File: config.mk
export PLATFORM = sky130hd
export DESIGN_NAME = alu_ctl_muldiv_flat
export DESIGN_NICKNAME = d
export VERILOG_FILES = /design/src/rtl/alu_ctl_pkg.sv /design/src/rtl/alu_ctl_muldiv_if.sv /design/src/rtl/alu_ctl_muldiv_core.sv /design/src/rtl/alu_ctl_muldiv.sv /design/src/flat_wrapper.sv
export SDC_FILE = /design/constraint.sdc
export NUM_CORES = 1
export LEC_CHECK = 0
export CORE_MARGIN = 10
export CORE_UTILIZATION = 60
export CTS_CLUSTER_DIAMETER = 120
export DETAILED_ROUTE_END_ITERATION = 16
export PLACE_DENSITY = 0.87
export SLEW_MARGIN = 40
export SYNTH_ARGS = -nofsm -noshare
export SYNTH_HDL_FRONTEND = slang
export SYNTH_SLANG_ARGS = --single-unit
File: constraint.sdc
create_clock -name i_clk -period 11.25 [get_ports i_clk]
set_input_delay 3.375 -clock i_clk [delete_from_list [all_inputs] [get_ports i_clk]]
set_output_delay 3.375 -clock i_clk [all_outputs]
set_load 0.02 [all_outputs]
File: src/rtl/alu_ctl_pkg.sv
// Shared decode constants, ALU operation codes and mul/div FSM encoding for the
// EX-stage ALU control block.
package alu_ctl_pkg;

    // R-type funct codes
    localparam logic [5:0] F_SLL   = 6'b000000;
    localparam logic [5:0] F_SRL   = 6'b000010;
    localparam logic [5:0] F_SRA   = 6'b000011;
    localparam logic [5:0] F_SLLV  = 6'b000100;
    localparam logic [5:0] F_SRLV  = 6'b000110;
    localparam logic [5:0] F_SRAV  = 6'b000111;
    localparam logic [5:0] F_MFHI  = 6'b010000;
    localparam logic [5:0] F_MTHI  = 6'b010001;
    localparam logic [5:0] F_MFLO  = 6'b010010;
    localparam logic [5:0] F_MTLO  = 6'b010011;
    localparam logic [5:0] F_MULT  = 6'b011000;
    localparam logic [5:0] F_MULTU = 6'b011001;
    localparam logic [5:0] F_DIV   = 6'b011010;
    localparam logic [5:0] F_DIVU  = 6'b011011;
    localparam logic [5:0] F_ADD   = 6'b100000;
    localparam logic [5:0] F_ADDU  = 6'b100001;
    localparam logic [5:0] F_SUB   = 6'b100010;
    localparam logic [5:0] F_SUBU  = 6'b100011;
    localparam logic [5:0] F_AND   = 6'b100100;
    localparam logic [5:0] F_OR    = 6'b100101;
    localparam logic [5:0] F_XOR   = 6'b100110;
    localparam logic [5:0] F_NOR   = 6'b100111;
    localparam logic [5:0] F_SLT   = 6'b101010;
    localparam logic [5:0] F_SLTU  = 6'b101011;

    // Immediate opcodes
    localparam logic [5:0] OPC_ADDI  = 6'b001000;
    localparam logic [5:0] OPC_ADDIU = 6'b001001;
    localparam logic [5:0] OPC_SLTI  = 6'b001010;
    localparam logic [5:0] OPC_SLTIU = 6'b001011;
    localparam logic [5:0] OPC_ANDI  = 6'b001100;
    localparam logic [5:0] OPC_ORI   = 6'b001101;
    localparam logic [5:0] OPC_XORI  = 6'b001110;

    // Class from main control
    localparam logic [1:0] CLS_ADD   = 2'b00;
    localparam logic [1:0] CLS_SUB   = 2'b01;
    localparam logic [1:0] CLS_RTYPE = 2'b10;
    localparam logic [1:0] CLS_IMM   = 2'b11;

    // ALU operation codes
    localparam logic [3:0] OP_AND  = 4'b0000;
    localparam logic [3:0] OP_OR   = 4'b0001;
    localparam logic [3:0] OP_ADD  = 4'b0010;
    localparam logic [3:0] OP_SLL  = 4'b0011;
    localparam logic [3:0] OP_SRL  = 4'b0100;
    localparam logic [3:0] OP_SRA  = 4'b0101;
    localparam logic [3:0] OP_SUB  = 4'b0110;
    localparam logic [3:0] OP_SLT  = 4'b0111;
    localparam logic [3:0] OP_SLTU = 4'b1000;
    localparam logic [3:0] OP_NOR  = 4'b1100;
    localparam logic [3:0] OP_XOR  = 4'b1101;
    localparam logic [3:0] OP_NOP  = 4'b1111;

    typedef enum logic [1:0] {
        ST_IDLE = 2'd0,
        ST_CALC = 2'd1,
        ST_FIX  = 2'd2
    } md_state_e;

endpackage

File: src/rtl/alu_ctl_muldiv_if.sv
// EX-stage bundle between the pipeline and the ALU control / mul-div block.
interface alu_ctl_muldiv_if #(
    parameter int NB_DATA      = 32,
    parameter int BITS_FUNCT   = 6,
    parameter int BITS_ALU_CTL = 2,
    parameter int NB_ALU_OP    = 4
);
    logic                    i_valid;
    logic                    i_flush;
    logic [BITS_ALU_CTL-1:0] i_alu_op;
    logic [BITS_FUNCT-1:0]   i_funct;
    logic [BITS_FUNCT-1:0]   i_opcode;
    logic [NB_DATA-1:0]      i_rs_data;
    logic [NB_DATA-1:0]      i_rt_data;
    logic [NB_ALU_OP-1:0]    o_alu_op;
    logic                    o_shamt;
    logic                    o_hilo_sel;
    logic [NB_DATA-1:0]      o_hilo_data;
    logic                    o_busy;
    logic                    o_stall;
    logic                    o_div_by_zero;

    modport master (
        output i_valid, i_flush, i_alu_op, i_funct, i_opcode, i_rs_data, i_rt_data,
        input  o_alu_op, o_shamt, o_hilo_sel, o_hilo_data, o_busy, o_stall, o_div_by_zero
    );

    modport slave (
        input  i_valid, i_flush, i_alu_op, i_funct, i_opcode, i_rs_data, i_rt_data,
        output o_alu_op, o_shamt, o_hilo_sel, o_hilo_data, o_busy, o_stall, o_div_by_zero
    );
endinterface

File: src/rtl/alu_ctl_muldiv_core.sv
// Radix-2 multiply/divide engine: shift-add multiply, restoring divide, both on
// operand magnitudes with a final sign fix-up cycle.
module muldiv_core
    import alu_ctl_pkg::*;
#(
    parameter int NB_DATA = 32,
    parameter int NB_CNT  = 6
) (
    input  logic               i_clk,
    input  logic               i_reset_n,
    input  logic               i_start,
    input  logic               i_abort,
    input  logic               i_signed,
    input  logic               i_is_div,
    input  logic [NB_DATA-1:0] i_a,
    input  logic [NB_DATA-1:0] i_b,
    output logic               o_busy,
    output logic               o_done,
    output logic               o_div_by_zero,
    output logic [NB_DATA-1:0] o_hi,
    output logic [NB_DATA-1:0] o_lo
);
    localparam int NB2 = 2 * NB_DATA;

    md_state_e          state_q, state_d;
    logic [NB_CNT-1:0]  cnt_q, cnt_d;
    logic               dbz_q, dbz_d;
    logic [NB2-1:0]     acc_q, acc_d;
    logic [NB_DATA-1:0] opb_q, opb_d;
    logic               is_div_q, is_div_d;
    logic               neg_q, neg_d;
    logic               neg_rem_q, neg_rem_d;

    logic               sign_a, sign_b, b_zero, accept;
    logic [NB_DATA-1:0] abs_a, abs_b;
    logic [NB_DATA:0]   mul_sum, div_sh, div_diff;
    logic               div_ge;
    logic [NB2-1:0]     prod_fix;
    logic [NB_DATA-1:0] quo_fix, rem_fix;

    assign sign_a = i_signed & i_a[NB_DATA-1];
    assign sign_b = i_signed & i_b[NB_DATA-1];
    assign abs_a  = sign_a ? -i_a : i_a;
    assign abs_b  = sign_b ? -i_b : i_b;
    assign b_zero = (i_b == '0);
    assign accept = (state_q == ST_IDLE) & i_start & ~i_abort;

    always_ff @(posedge i_clk or negedge i_reset_n) begin
        if (!i_reset_n) begin
            state_q <= ST_IDLE;
            cnt_q   <= '0;
            dbz_q   <= 1'b0;
        end else begin
            state_q <= state_d;
            cnt_q   <= cnt_d;
            dbz_q   <= dbz_d;
        end
    end

    always_ff @(posedge i_clk) begin
        acc_q     <= acc_d;
        opb_q     <= opb_d;
        is_div_q  <= is_div_d;
        neg_q     <= neg_d;
        neg_rem_q <= neg_rem_d;
    end

    always_comb begin
        state_d = state_q;
        if (i_abort) begin
            state_d = ST_IDLE;
        end else begin
            case (state_q)
                ST_IDLE: if (i_start) state_d = (i_is_div && b_zero) ? ST_FIX : ST_CALC;
                ST_CALC: if (cnt_q == NB_CNT'(NB_DATA - 1)) state_d = ST_FIX;
                default: state_d = ST_IDLE;
            endcase
        end
    end

    // Accumulator: upper half is partial product / remainder, lower half holds
    // the multiplier or dividend bits still to be consumed.
    always_comb begin
        cnt_d     = cnt_q;
        dbz_d     = dbz_q;
        acc_d     = acc_q;
        opb_d     = opb_q;
        is_div_d  = is_div_q;
        neg_d     = neg_q;
        neg_rem_d = neg_rem_q;
        mul_sum   = {1'b0, acc_q[NB2-1:NB_DATA]} + (acc_q[0] ? {1'b0, opb_q} : '0);
        div_sh    = acc_q[NB2-1:NB_DATA-1];
        div_ge    = (div_sh >= {1'b0, opb_q});
        div_diff  = div_sh - {1'b0, opb_q};
        if (accept) begin
            cnt_d     = '0;
            dbz_d     = i_is_div & b_zero;
            is_div_d  = i_is_div;
            neg_d     = sign_a ^ sign_b;
            neg_rem_d = sign_a;
            if (i_is_div && b_zero) begin
                acc_d = {{NB_DATA{1'b0}}, i_a};
            end else if (i_is_div) begin
                acc_d = {{NB_DATA{1'b0}}, abs_a};
                opb_d = abs_b;
            end else begin
                acc_d = {{NB_DATA{1'b0}}, abs_b};
                opb_d = abs_a;
            end
        end else if (state_q == ST_CALC) begin
            cnt_d = cnt_q + NB_CNT'(1);
            if (is_div_q)
                acc_d = {(div_ge ? div_diff[NB_DATA-1:0] : div_sh[NB_DATA-1:0]),
                         acc_q[NB_DATA-2:0], div_ge};
            else
                acc_d = {mul_sum, acc_q[NB_DATA-1:1]};
        end
    end

    always_comb begin
        prod_fix      = neg_q ? -acc_q : acc_q;
        quo_fix       = neg_q ? -acc_q[NB_DATA-1:0] : acc_q[NB_DATA-1:0];
        rem_fix       = neg_rem_q ? -acc_q[NB2-1:NB_DATA] : acc_q[NB2-1:NB_DATA];
        o_busy        = (state_q != ST_IDLE);
        o_done        = (state_q == ST_FIX) & ~i_abort;
        o_div_by_zero = o_done & dbz_q;
        if (dbz_q) begin
            o_hi = acc_q[NB_DATA-1:0];
            o_lo = '1;
        end else if (is_div_q) begin
            o_hi = rem_fix;
            o_lo = quo_fix;
        end else begin
            o_hi = prod_fix[NB2-1:NB_DATA];
            o_lo = prod_fix[NB_DATA-1:0];
        end
    end
endmodule

File: src/rtl/alu_ctl_muldiv.sv
// EX-stage ALU control: ALU-op decode, HI/LO registers with MFHI/MFLO read path,
// mul/div issue, hazard stall request and flush handling.
module alu_ctl_muldiv
    import alu_ctl_pkg::*;
#(
    parameter int NB_DATA      = 32,
    parameter int BITS_FUNCT   = 6,
    parameter int BITS_ALU_CTL = 2,
    parameter int NB_ALU_OP    = 4,
    parameter int NB_CNT       = 6
) (
    input logic             i_clk,
    input logic             i_reset_n,
    alu_ctl_muldiv_if.slave bus
);
    logic [BITS_FUNCT-1:0]   funct, opcode;
    logic [BITS_ALU_CTL-1:0] cls;
    logic                    rtype, is_md, is_hilo, idle;
    logic                    accept, mthi_wr, mtlo_wr;
    logic [3:0]              alu_op_c;
    logic                    shamt_c;
    logic [NB_DATA-1:0]      hi_q, hi_d, lo_q, lo_d;
    logic                    core_busy, core_done, core_dbz;
    logic [NB_DATA-1:0]      core_hi, core_lo;

    assign funct   = bus.i_funct;
    assign opcode  = bus.i_opcode;
    assign cls     = bus.i_alu_op;
    assign rtype   = (cls == CLS_RTYPE);
    assign is_md   = rtype & (funct inside {F_MULT, F_MULTU, F_DIV, F_DIVU});
    assign is_hilo = rtype & (funct inside {F_MFHI, F_MTHI, F_MFLO, F_MTLO});
    assign idle    = ~core_busy;
    assign accept  = bus.i_valid & is_md & idle & ~bus.i_flush;
    assign mthi_wr = bus.i_valid & rtype & (funct == F_MTHI) & idle & ~bus.i_flush;
    assign mtlo_wr = bus.i_valid & rtype & (funct == F_MTLO) & idle & ~bus.i_flush;

    always_comb begin
        alu_op_c = OP_NOP;
        shamt_c  = 1'b0;
        case (cls)
            CLS_ADD: alu_op_c = OP_ADD;
            CLS_SUB: alu_op_c = OP_SUB;
            CLS_RTYPE: begin
                case (funct)
                    F_ADD, F_ADDU:   alu_op_c = OP_ADD;
                    F_SUB, F_SUBU:   alu_op_c = OP_SUB;
                    F_AND:           alu_op_c = OP_AND;
                    F_OR:            alu_op_c = OP_OR;
                    F_NOR:           alu_op_c = OP_NOR;
                    F_XOR:           alu_op_c = OP_XOR;
                    F_SLT:           alu_op_c = OP_SLT;
                    F_SLTU:          alu_op_c = OP_SLTU;
                    F_SLL: begin     alu_op_c = OP_SLL; shamt_c = 1'b1; end
                    F_SRL: begin     alu_op_c = OP_SRL; shamt_c = 1'b1; end
                    F_SRA: begin     alu_op_c = OP_SRA; shamt_c = 1'b1; end
                    F_SLLV:          alu_op_c = OP_SLL;
                    F_SRLV:          alu_op_c = OP_SRL;
                    F_SRAV:          alu_op_c = OP_SRA;
                    F_MULT, F_MULTU, F_DIV, F_DIVU,
                    F_MFHI, F_MFLO, F_MTHI, F_MTLO: alu_op_c = OP_ADD;
                    default:         alu_op_c = OP_NOP;
                endcase
            end
            default: begin
                case (opcode)
                    OPC_ADDI, OPC_ADDIU: alu_op_c = OP_ADD;
                    OPC_SLTI:            alu_op_c = OP_SLT;
                    OPC_SLTIU:           alu_op_c = OP_SLTU;
                    OPC_ANDI:            alu_op_c = OP_AND;
                    OPC_ORI:             alu_op_c = OP_OR;
                    OPC_XORI:            alu_op_c = OP_XOR;
                    default:             alu_op_c = OP_NOP;
                endcase
            end
        endcase
    end

    // A finishing operation and an MTHI/MTLO can never coincide: moves need idle.
    always_comb begin
        hi_d = hi_q;
        lo_d = lo_q;
        if (core_done) begin
            hi_d = core_hi;
            lo_d = core_lo;
        end else begin
            if (mthi_wr) hi_d = bus.i_rs_data;
            if (mtlo_wr) lo_d = bus.i_rs_data;
        end
    end

    always_ff @(posedge i_clk or negedge i_reset_n) begin
        if (!i_reset_n) begin
            hi_q <= '0;
            lo_q <= '0;
        end else begin
            hi_q <= hi_d;
            lo_q <= lo_d;
        end
    end

    muldiv_core #(
        .NB_DATA (NB_DATA),
        .NB_CNT  (NB_CNT)
    ) u_core (
        .i_clk         (i_clk),
        .i_reset_n     (i_reset_n),
        .i_start       (accept),
        .i_abort       (bus.i_flush),
        .i_signed      ((funct == F_MULT) || (funct == F_DIV)),
        .i_is_div      ((funct == F_DIV) || (funct == F_DIVU)),
        .i_a           (bus.i_rs_data),
        .i_b           (bus.i_rt_data),
        .o_busy        (core_busy),
        .o_done        (core_done),
        .o_div_by_zero (core_dbz),
        .o_hi          (core_hi),
        .o_lo          (core_lo)
    );

    assign bus.o_alu_op      = NB_ALU_OP'(alu_op_c);
    assign bus.o_shamt       = shamt_c;
    assign bus.o_hilo_sel    = rtype & ((funct == F_MFHI) || (funct == F_MFLO));
    assign bus.o_hilo_data   = (funct == F_MFHI) ? hi_q : lo_q;
    assign bus.o_busy        = core_busy;
    assign bus.o_stall       = bus.i_valid & core_busy & (is_md | is_hilo);
    assign bus.o_div_by_zero = core_dbz;
endmodule

File: src/flat_wrapper.sv
// flat-port wrapper written by rule: the top's interface ports become plain ports
module alu_ctl_muldiv_flat import alu_ctl_pkg::*;
#(
    parameter int NB_DATA      = 32,
    parameter int BITS_FUNCT   = 6,
    parameter int BITS_ALU_CTL = 2,
    parameter int NB_ALU_OP    = 4,
    parameter int NB_CNT       = 6
)
  (i_clk, i_reset_n, bus_i_valid, bus_i_flush, bus_i_alu_op, bus_i_funct, bus_i_opcode, bus_i_rs_data, bus_i_rt_data, bus_o_alu_op, bus_o_shamt, bus_o_hilo_sel, bus_o_hilo_data, bus_o_busy, bus_o_stall, bus_o_div_by_zero);
  alu_ctl_muldiv_if #(.NB_DATA(NB_DATA), .BITS_FUNCT(BITS_FUNCT), .BITS_ALU_CTL(BITS_ALU_CTL), .NB_ALU_OP(NB_ALU_OP)) bus_i ();
  input logic i_clk;
  input logic i_reset_n;
  input wire logic [$bits(bus_i.i_valid)-1:0] bus_i_valid;
  input wire logic [$bits(bus_i.i_flush)-1:0] bus_i_flush;
  input wire logic [$bits(bus_i.i_alu_op)-1:0] bus_i_alu_op;
  input wire logic [$bits(bus_i.i_funct)-1:0] bus_i_funct;
  input wire logic [$bits(bus_i.i_opcode)-1:0] bus_i_opcode;
  input wire logic [$bits(bus_i.i_rs_data)-1:0] bus_i_rs_data;
  input wire logic [$bits(bus_i.i_rt_data)-1:0] bus_i_rt_data;
  output wire logic [$bits(bus_i.o_alu_op)-1:0] bus_o_alu_op;
  output wire logic [$bits(bus_i.o_shamt)-1:0] bus_o_shamt;
  output wire logic [$bits(bus_i.o_hilo_sel)-1:0] bus_o_hilo_sel;
  output wire logic [$bits(bus_i.o_hilo_data)-1:0] bus_o_hilo_data;
  output wire logic [$bits(bus_i.o_busy)-1:0] bus_o_busy;
  output wire logic [$bits(bus_i.o_stall)-1:0] bus_o_stall;
  output wire logic [$bits(bus_i.o_div_by_zero)-1:0] bus_o_div_by_zero;
  assign bus_i.i_valid = bus_i_valid;
  assign bus_i.i_flush = bus_i_flush;
  assign bus_i.i_alu_op = bus_i_alu_op;
  assign bus_i.i_funct = bus_i_funct;
  assign bus_i.i_opcode = bus_i_opcode;
  assign bus_i.i_rs_data = bus_i_rs_data;
  assign bus_i.i_rt_data = bus_i_rt_data;
  assign bus_o_alu_op = bus_i.o_alu_op;
  assign bus_o_shamt = bus_i.o_shamt;
  assign bus_o_hilo_sel = bus_i.o_hilo_sel;
  assign bus_o_hilo_data = bus_i.o_hilo_data;
  assign bus_o_busy = bus_i.o_busy;
  assign bus_o_stall = bus_i.o_stall;
  assign bus_o_div_by_zero = bus_i.o_div_by_zero;
  alu_ctl_muldiv #(.NB_DATA(NB_DATA), .BITS_FUNCT(BITS_FUNCT), .BITS_ALU_CTL(BITS_ALU_CTL), .NB_ALU_OP(NB_ALU_OP), .NB_CNT(NB_CNT)) u_core (.i_clk(i_clk), .i_reset_n(i_reset_n), .bus(bus_i));
endmodule
# Yosys cells after proc, flatten, opt, wreduce, memory -nomap -nowiden

Index checks and enable logic that the tools add are counted.

Reduce and logical (&&, ||, !) cells: 23
Bitwise gates (word level): 27
Eq/ne operators: 37
$add $sub $neg: 8
Mux-type cells: 34
Order comparisons: 1

Operators with widths:

| operator            | count |
|---|---|
| $mux 32             | 18 |
| $mux 64             | 4 |
| $neg 32->32         | 4 |
| $neg 64->64         | 1 |
| $eq 6x6->1 const B  | 10 |
| $eq 6x5->1 const B  | 9 |
| $pmux 4 s11         | 1 |
| $eq 6x4->1 const B  | 7 |
| $add 32x32->33      | 1 |
| $ge 33x32->1        | 1 |
| $logic_not 32->1    | 1 |
| $sub 32x32->32      | 1 |
| $pmux 4 s6          | 1 |
| $and 1x1->1         | 22 |
| $eq 6x3->1 const B  | 3 |
| $eq 6x2->1 const B  | 2 |
| $mux 6              | 2 |
| $pmux 4 s3          | 1 |
| $reduce_or 10->1    | 1 |
| $reduce_or 2->1     | 5 |
| $mux 2              | 4 |
| $reduce_bool 2->1   | 4 |
| $reduce_bool 4->1   | 2 |
| $add 6x1->6 const B | 1 |
| other kinds (14)    | 24 |

Input port bits: 82
Word-level logic and storage cells: 140
Output and inout port bits: 41
Register bits after elaboration: 172

# Logic depth before layout (Yosys ltp)

Word-level depth: 9
Depth in mapped cells: 13
Mapped depth without buffers: 11

# Cells and area by module

From an unflattened synthesis, not the netlist that was laid out.

Cell total of the unflattened synthesis: 2056
Area, all modules: 16935.0 µm²

Modules (own cells, without submodules):

| module         | instances | cells an instance | area each (µm²) | sequential area each (µm²) |
|---|---|---|---|---|
| muldiv_core    | 1         | 1698              | 13098.8         | 3198.1 |
| alu_ctl_muldiv | 1         | 358               | 3836.2          | 1601.5 |

# Worst setup path after synthesis

No wires, ideal clock.

Kind: input-to-output
Start: input port bus_i_funct[2]
End: output port bus_o_hilo_data[10]
Data arrival time: 4.862 ns
Path slack: 3.013 ns
Required time: 7.875 ns
Cell stages on the path: 7
Buffers on the path: 3
Path through: clkbuf_1 > nor2_1 > nand2_1 > or4_1 > clkbuf_1 > buf_1 > mux2_2

Longest elaborated chain between the ends: 2

RTL lines:

| element     | RTL line              | text |
|---|---|---|
| from (decl) | flat_wrapper.sv:17    | `input wire logic [$bits(bus_i.i_funct)-1:0] bus_i_funct;` |
| $eq 6x5->1  | alu_ctl_muldiv.sv:123 | `assign bus.o_hilo_data = (funct == F_MFHI) ? hi_q : lo_q;` |
| $mux 32     | alu_ctl_muldiv.sv:123 |  |
| to (decl)   | flat_wrapper.sv:24    | `output wire logic [$bits(bus_i.o_hilo_data)-1:0] bus_o_hilo_data;` |

Every way passes these cells.

# Final worst setup path

Start: input port bus_i_funct[3]
End: output port bus_o_hilo_data[22]

Same word-level chain as after synthesis.

==> tab_implementation.tex <==
\begin{tabular}{lr}
\hline
Metric & Value \\
\hline
\multicolumn{2}{l}{\textbf{Die}} \\
\quad Die Ht & around 190 µm \\
\quad Core Rows & 61 \\
\quad \# IOs & approximately 120 \\
\quad Core region area & between 20000 and 30000 µm² \\
\quad Die Outline Area & approximately 36000 µm² \\
\quad Initial Utilization & 61.1\% \\
\quad DIE WIDTH & between 150 and 200 µm \\
\multicolumn{2}{l}{\textbf{Hold path}} \\
\quad Hold path endpoint & u\_core.u\_core.state\_q[1]\$\_DFFE\_PN0P\_ \\
\quad Count of cells along the worst hold path & 1 \\
\quad Hold Path Origin & u\_core.u\_core.state\_q[1]\$\_DFFE\_PN0P\_ \\
\quad Worst hold path class & reg2reg \\
\multicolumn{2}{l}{\textbf{Setup path}} \\
\quad Endpoint of the worst register-to-register path & u\_core.u\_core.acc\_q[63]\$\_SDFFCE\_PP0P\_ \\
\quad Endpoint arrival time on the critical path & roughly 6.0 ns \\
\quad Startpoint kind of the worst setup timing path & input port \\
\quad Largest stage delay, worst path & about 0.76 ns \\
\quad Peak fanout along the critical path & 32 \\
\quad Start of the worst register-to-register path & u\_core.u\_core.acc\_q[0]\$\_DFFE\_PP\_ \\
\quad Cells along the critical path & clkdlybuf4s50\_1, or4\_1, buf\_4, mux2\_2, clkdlybuf4s50\_1 \\
\quad Required time worst endpoint & just under 8 ns \\
\quad Cell count of the worst reg-to-reg path & 12 \\
\quad Setup slack on the worst flop-to-flop path & $\sim$6.5 ns \\
\quad Cell repeated most along the worst path & clkdlybuf4s50\_1 \\
\quad WP buf/inv & 3 \\
\quad CP max stage cell & clkdlybuf4s50\_1 \\
\quad Top cell family by delay on the critical path & buffers and inverters \\
\quad Crit end category & output port \\
\quad Startpoint-to-endpoint class of the critical path & in2out \\
\multicolumn{2}{l}{\textbf{Drt}} \\
\quad \# DRC & 0 \\
\quad Number of DRC markers in iteration 0 & 2429 \\
\quad Vias per Instance & 7.00 \\
\quad Final wirelength & approximately 64000 µm \\
\quad First-pass iteration count of the detailed router & 7 \\
\quad Post-DRT Antenna Nets & 0 \\
\quad Routed wire per std cell & $\sim$26 µm \\
\quad Count of vias placed by the detailed router & between 15000 and 20000 \\
\multicolumn{2}{l}{\textbf{Cells and area}} \\
\quad Most common cell after layout, fill and taps aside & nand2\_1 \\
\quad Area of the multi-input gates & approximately 11000 µm² \\
\quad Area added between synthesis and finish & 11.7\% \\
\quad Ant diodes & 0 \\
\quad Area taken by flip-flops and latches & around 4800 µm² \\
\quad Number of fillers in the final layout & approximately 2200 \\
\quad Fraction of final layout cells sized beyond drive strength 1 & 7.28\% \\
\quad Final core utilization & 68.3\% \\
\quad Number of nets in the layout & 2255 \\
\quad Most frequent cells in the layout & nand2\_1 (240), a21oi\_1 (159), nor2\_1 (152), o21ai\_0 (139), clkdlybuf4s50\_1 (121) \\
\multicolumn{2}{l}{\textbf{Synthesis}} \\
\quad Top flip-flop cell by instance count after synthesis & edfxtp\_1 \\
\quad Post-Syn Area per Cell & $\sim$8 µm² \\
\quad Post-synthesis sequential element count & around 170 \\
\quad Mux share of post-synthesis cell area & between 7 and 8\% \\
\quad Combined area of all synthesized cells & $\sim$17000 µm² \\
\quad Number of standard cells after synthesis & about 2100 \\
\quad Number of nets in the synthesized netlist & 2242 \\
\quad Main combinational cell family by area after synthesis & compound AO/OA/AOI/OAI gates \\
\quad Sequential area share after synthesis & 28.2\% \\
\quad Count of distinct cell types in the synthesized netlist & 91 \\
\quad Adder-cell share of the synthesized area & approximately 5.3\% \\
\quad Warning count from the yosys run & 0 \\
\quad Xor and xnor fraction of the mapped netlist area & under 10\% \\
\quad Basic-gate share of the synthesized area counting and, or, nand and nor cells & between 20 and 25\% \\
\quad Number of flops mapped to enable cells by yosys & between 90 and 100 \\
\quad Compound-Gate Fraction of Synth Area & 24.3\% \\
\quad FFs w/ async S/R, synth & 42.4\% \\
\multicolumn{2}{l}{\textbf{STA}} \\
\quad Final critical-path required period & between 9 and 10 ns \\
\quad Hold violation count in the final report & 0 \\
\quad Setup TNS Final & 0 ns \\
\quad Unrepaired setup endpoints after global routing & false \\
\quad Post-route fraction of the period consumed by the critical path & 83.7\% \\
\quad Slew at the pin with the worst max-slew slack & 0.844 ns \\
\quad Number of failing setup endpoints in the final timing report & 0 \\
\quad Max Clock Skew & roughly 0.025 ns \\
\quad Slew margin rel. & between 40\% and 50\% \\
\quad Slew Viols, Final & 0 \\
\quad Worst-case setup margin in the final layout & around 1.8 ns \\
\quad Highest clock rate & 106 MHz \\
\multicolumn{2}{l}{\textbf{Power and ir drop}} \\
\quad Leakage Power & 7.32 nW \\
\quad Peak supply drop & 89.7 µV \\
\quad Power density of the placed cells & slightly above 80 nW/µm² \\
\multicolumn{2}{l}{\textbf{Global route}} \\
\quad Largest net degree at the start of global routing & 121 \\
\quad Number of antenna violations at the first check in global routing & 1 \\
\quad Via count of the first global-routing pass & between 15000 and 20000 \\
\quad Wire length of the first global-routing pass & $\sim$100000 µm \\
\quad Total global routing track utilization & 34.7\% \\
\quad Global route overflow & 0 \\
\multicolumn{2}{l}{\textbf{Clock network}} \\
\quad Hold buffer count at cts & 0 \\
\quad Total number of H-tree levels & 4 \\
\quad Root buf cell & clkbuf\_16 \\
\quad Post-CTS setup buffers & 0 \\
\quad Buffers from clock root to sink, at most & 2 \\
\quad Clock transition at the registers of the reported paths & around 0.090 ns \\
\quad Insertion delay of the later-clocked pin in the worst-skew pair & approximately 0.47 ns \\
\quad Post\_cts resized & 0 \\
\quad Number of buffers added by the clock tree synthesis step & 17 \\
\quad TritonCTS clock tree & built \\
\quad CTS sink count & roughly 170 \\
\multicolumn{2}{l}{\textbf{Placement}} \\
\quad Count of buffers inserted at the top-level ports & approximately 120 \\
\quad Routability Congestion & $\sim$0.99 \\
\quad Minimum setup slack after placement & between 1.5 and 2 ns \\
\quad Detailed placer's ending HPWL & about 48000 µm \\
\multicolumn{2}{l}{\textbf{Run status}} \\
\quad Run status & complete, no violations \\
\multicolumn{2}{l}{\textbf{Run}} \\
\quad Number of maximum-capacitance violations & 0 \\
\hline
\end{tabular}
layout make-up:
class	count	share of cell area [%]
repair buffers	143	7.32
clock inverters	15	1.22
inverters	64	1.28
well taps	378	2.49
flip-flops and latches	172	25.2
multi-input cells	1704	60.2
clock buffers	17	2.24
cells by family after synthesis:
| logic type | after synthesis |
|---|---|
| AND/OR/NAND/NOR | 715 |
| multiplexers | 116 |
| XOR/XNOR | 169 |
| buffers and inverters | 213 |
| adder cells (fa/ha/maj) | 71 |
| AO/OA/AOI/OAI | 633 |
| flip-flops | 172 |
Yosys cell counts (18+ instances only):
cell      instances  area share (%)
a211oi_1         25             1.1
a21o_1           18            0.79
a21oi_1         160             4.7
a31oi_1          43             1.6
clkbuf_1        118             2.6
dfrtp_1          73              11
edfxtp_1         99              17
ha_1             69             5.1
inv_1            60             1.3
mux2_2           42             2.8
mux2i_1          74             4.4
nand2_1         242             5.3
nand2b_1         26            0.96
nand3_1          35             1.0
nand4_1          29             1.1
nor2_1          154             3.4
nor2b_1          25            0.92
nor3_1           53             1.6
nor4_1           22            0.81
o211ai_1         26             1.1
o21ai_0         139             4.1
o31ai_1          34             1.5
or3_1            20            0.73
or4_1            18            0.79
xnor2_1          89             4.6
xor2_1           80             4.1
sequential cells by signal, indices dropped and copies added (netlist names), 2 cells and up:
name / count
u_core.u_core.acc_q: 64
u_core.hi_q: 32
u_core.lo_q: 32
u_core.u_core.opb_q: 32
u_core.u_core.cnt_q: 6
u_core.u_core.state_q: 2
where the power goes:
part	switching (mW)	internal, mW	total [mW]
clock network	0.353	0.322	0.675
registers	0.0163	0.680	0.697
logic	0.106	0.0786	0.184
total	0.475	1.08	1.56
metrics by stage:
step	total power, mW	hold WS, ns	area (µm²)	std cells
after floorplan	0.798	0.468	17000	2089
after global placement	0.884	0.498	18300	2460
after detailed placement	0.888	0.517	18300	2460
after CTS	1.54	0.535	19000	2492
after global routing	1.59	0.587	19000	2493
final	1.56	0.537	19000	2493
per-layer routing:
layer	vias up	GRT usage [%]	part of all wire, %
met4	2	18.7	6.3
met2	1162	55.4	46
li1	7820	-	-
met5	-	0	0.020
met3	223	7.42	10
met1	8251	43.2	38
worst max-delay path by stage:
| stage | from | endpoint | slack [ns] | depth (start not counted) |
|---|---|---|---|---|
| 2_1_floorplan | bus_i_funct[2] | bus_o_hilo_data[10] | 3.01 | 7 |
| 3_3_place_gp | bus_i_funct[3] | bus_o_hilo_data[23] | 1.99 | 5 |
| 3_5_place_dp | bus_i_funct[3] | bus_o_hilo_data[22] | 1.92 | 5 |
| 4_1_cts | bus_i_funct[3] | bus_o_hilo_data[22] | 1.92 | 5 |
| 5_1_grt | bus_i_funct[3] | bus_o_hilo_data[22] | 1.79 | 5 |
| 6_report | bus_i_funct[3] | bus_o_hilo_data[22] | 1.84 | 5 |
worst register-to-register path: stages (launching register included):
cell and delay (ns):
edfxtp_1 0.63, clkinv_1 0.61, buf_4 0.44, nor2_1 0.18, ha_1 0.39, o21a_1 0.25
o21ai_0 0.17, o21bai_1 0.22, nand2_1 0.15, or4b_2 0.67, a31o_2 0.29, a221oi_1 0.30
o22ai_1 0.14
No activity file was read; power rests on OpenSTA's default activity.
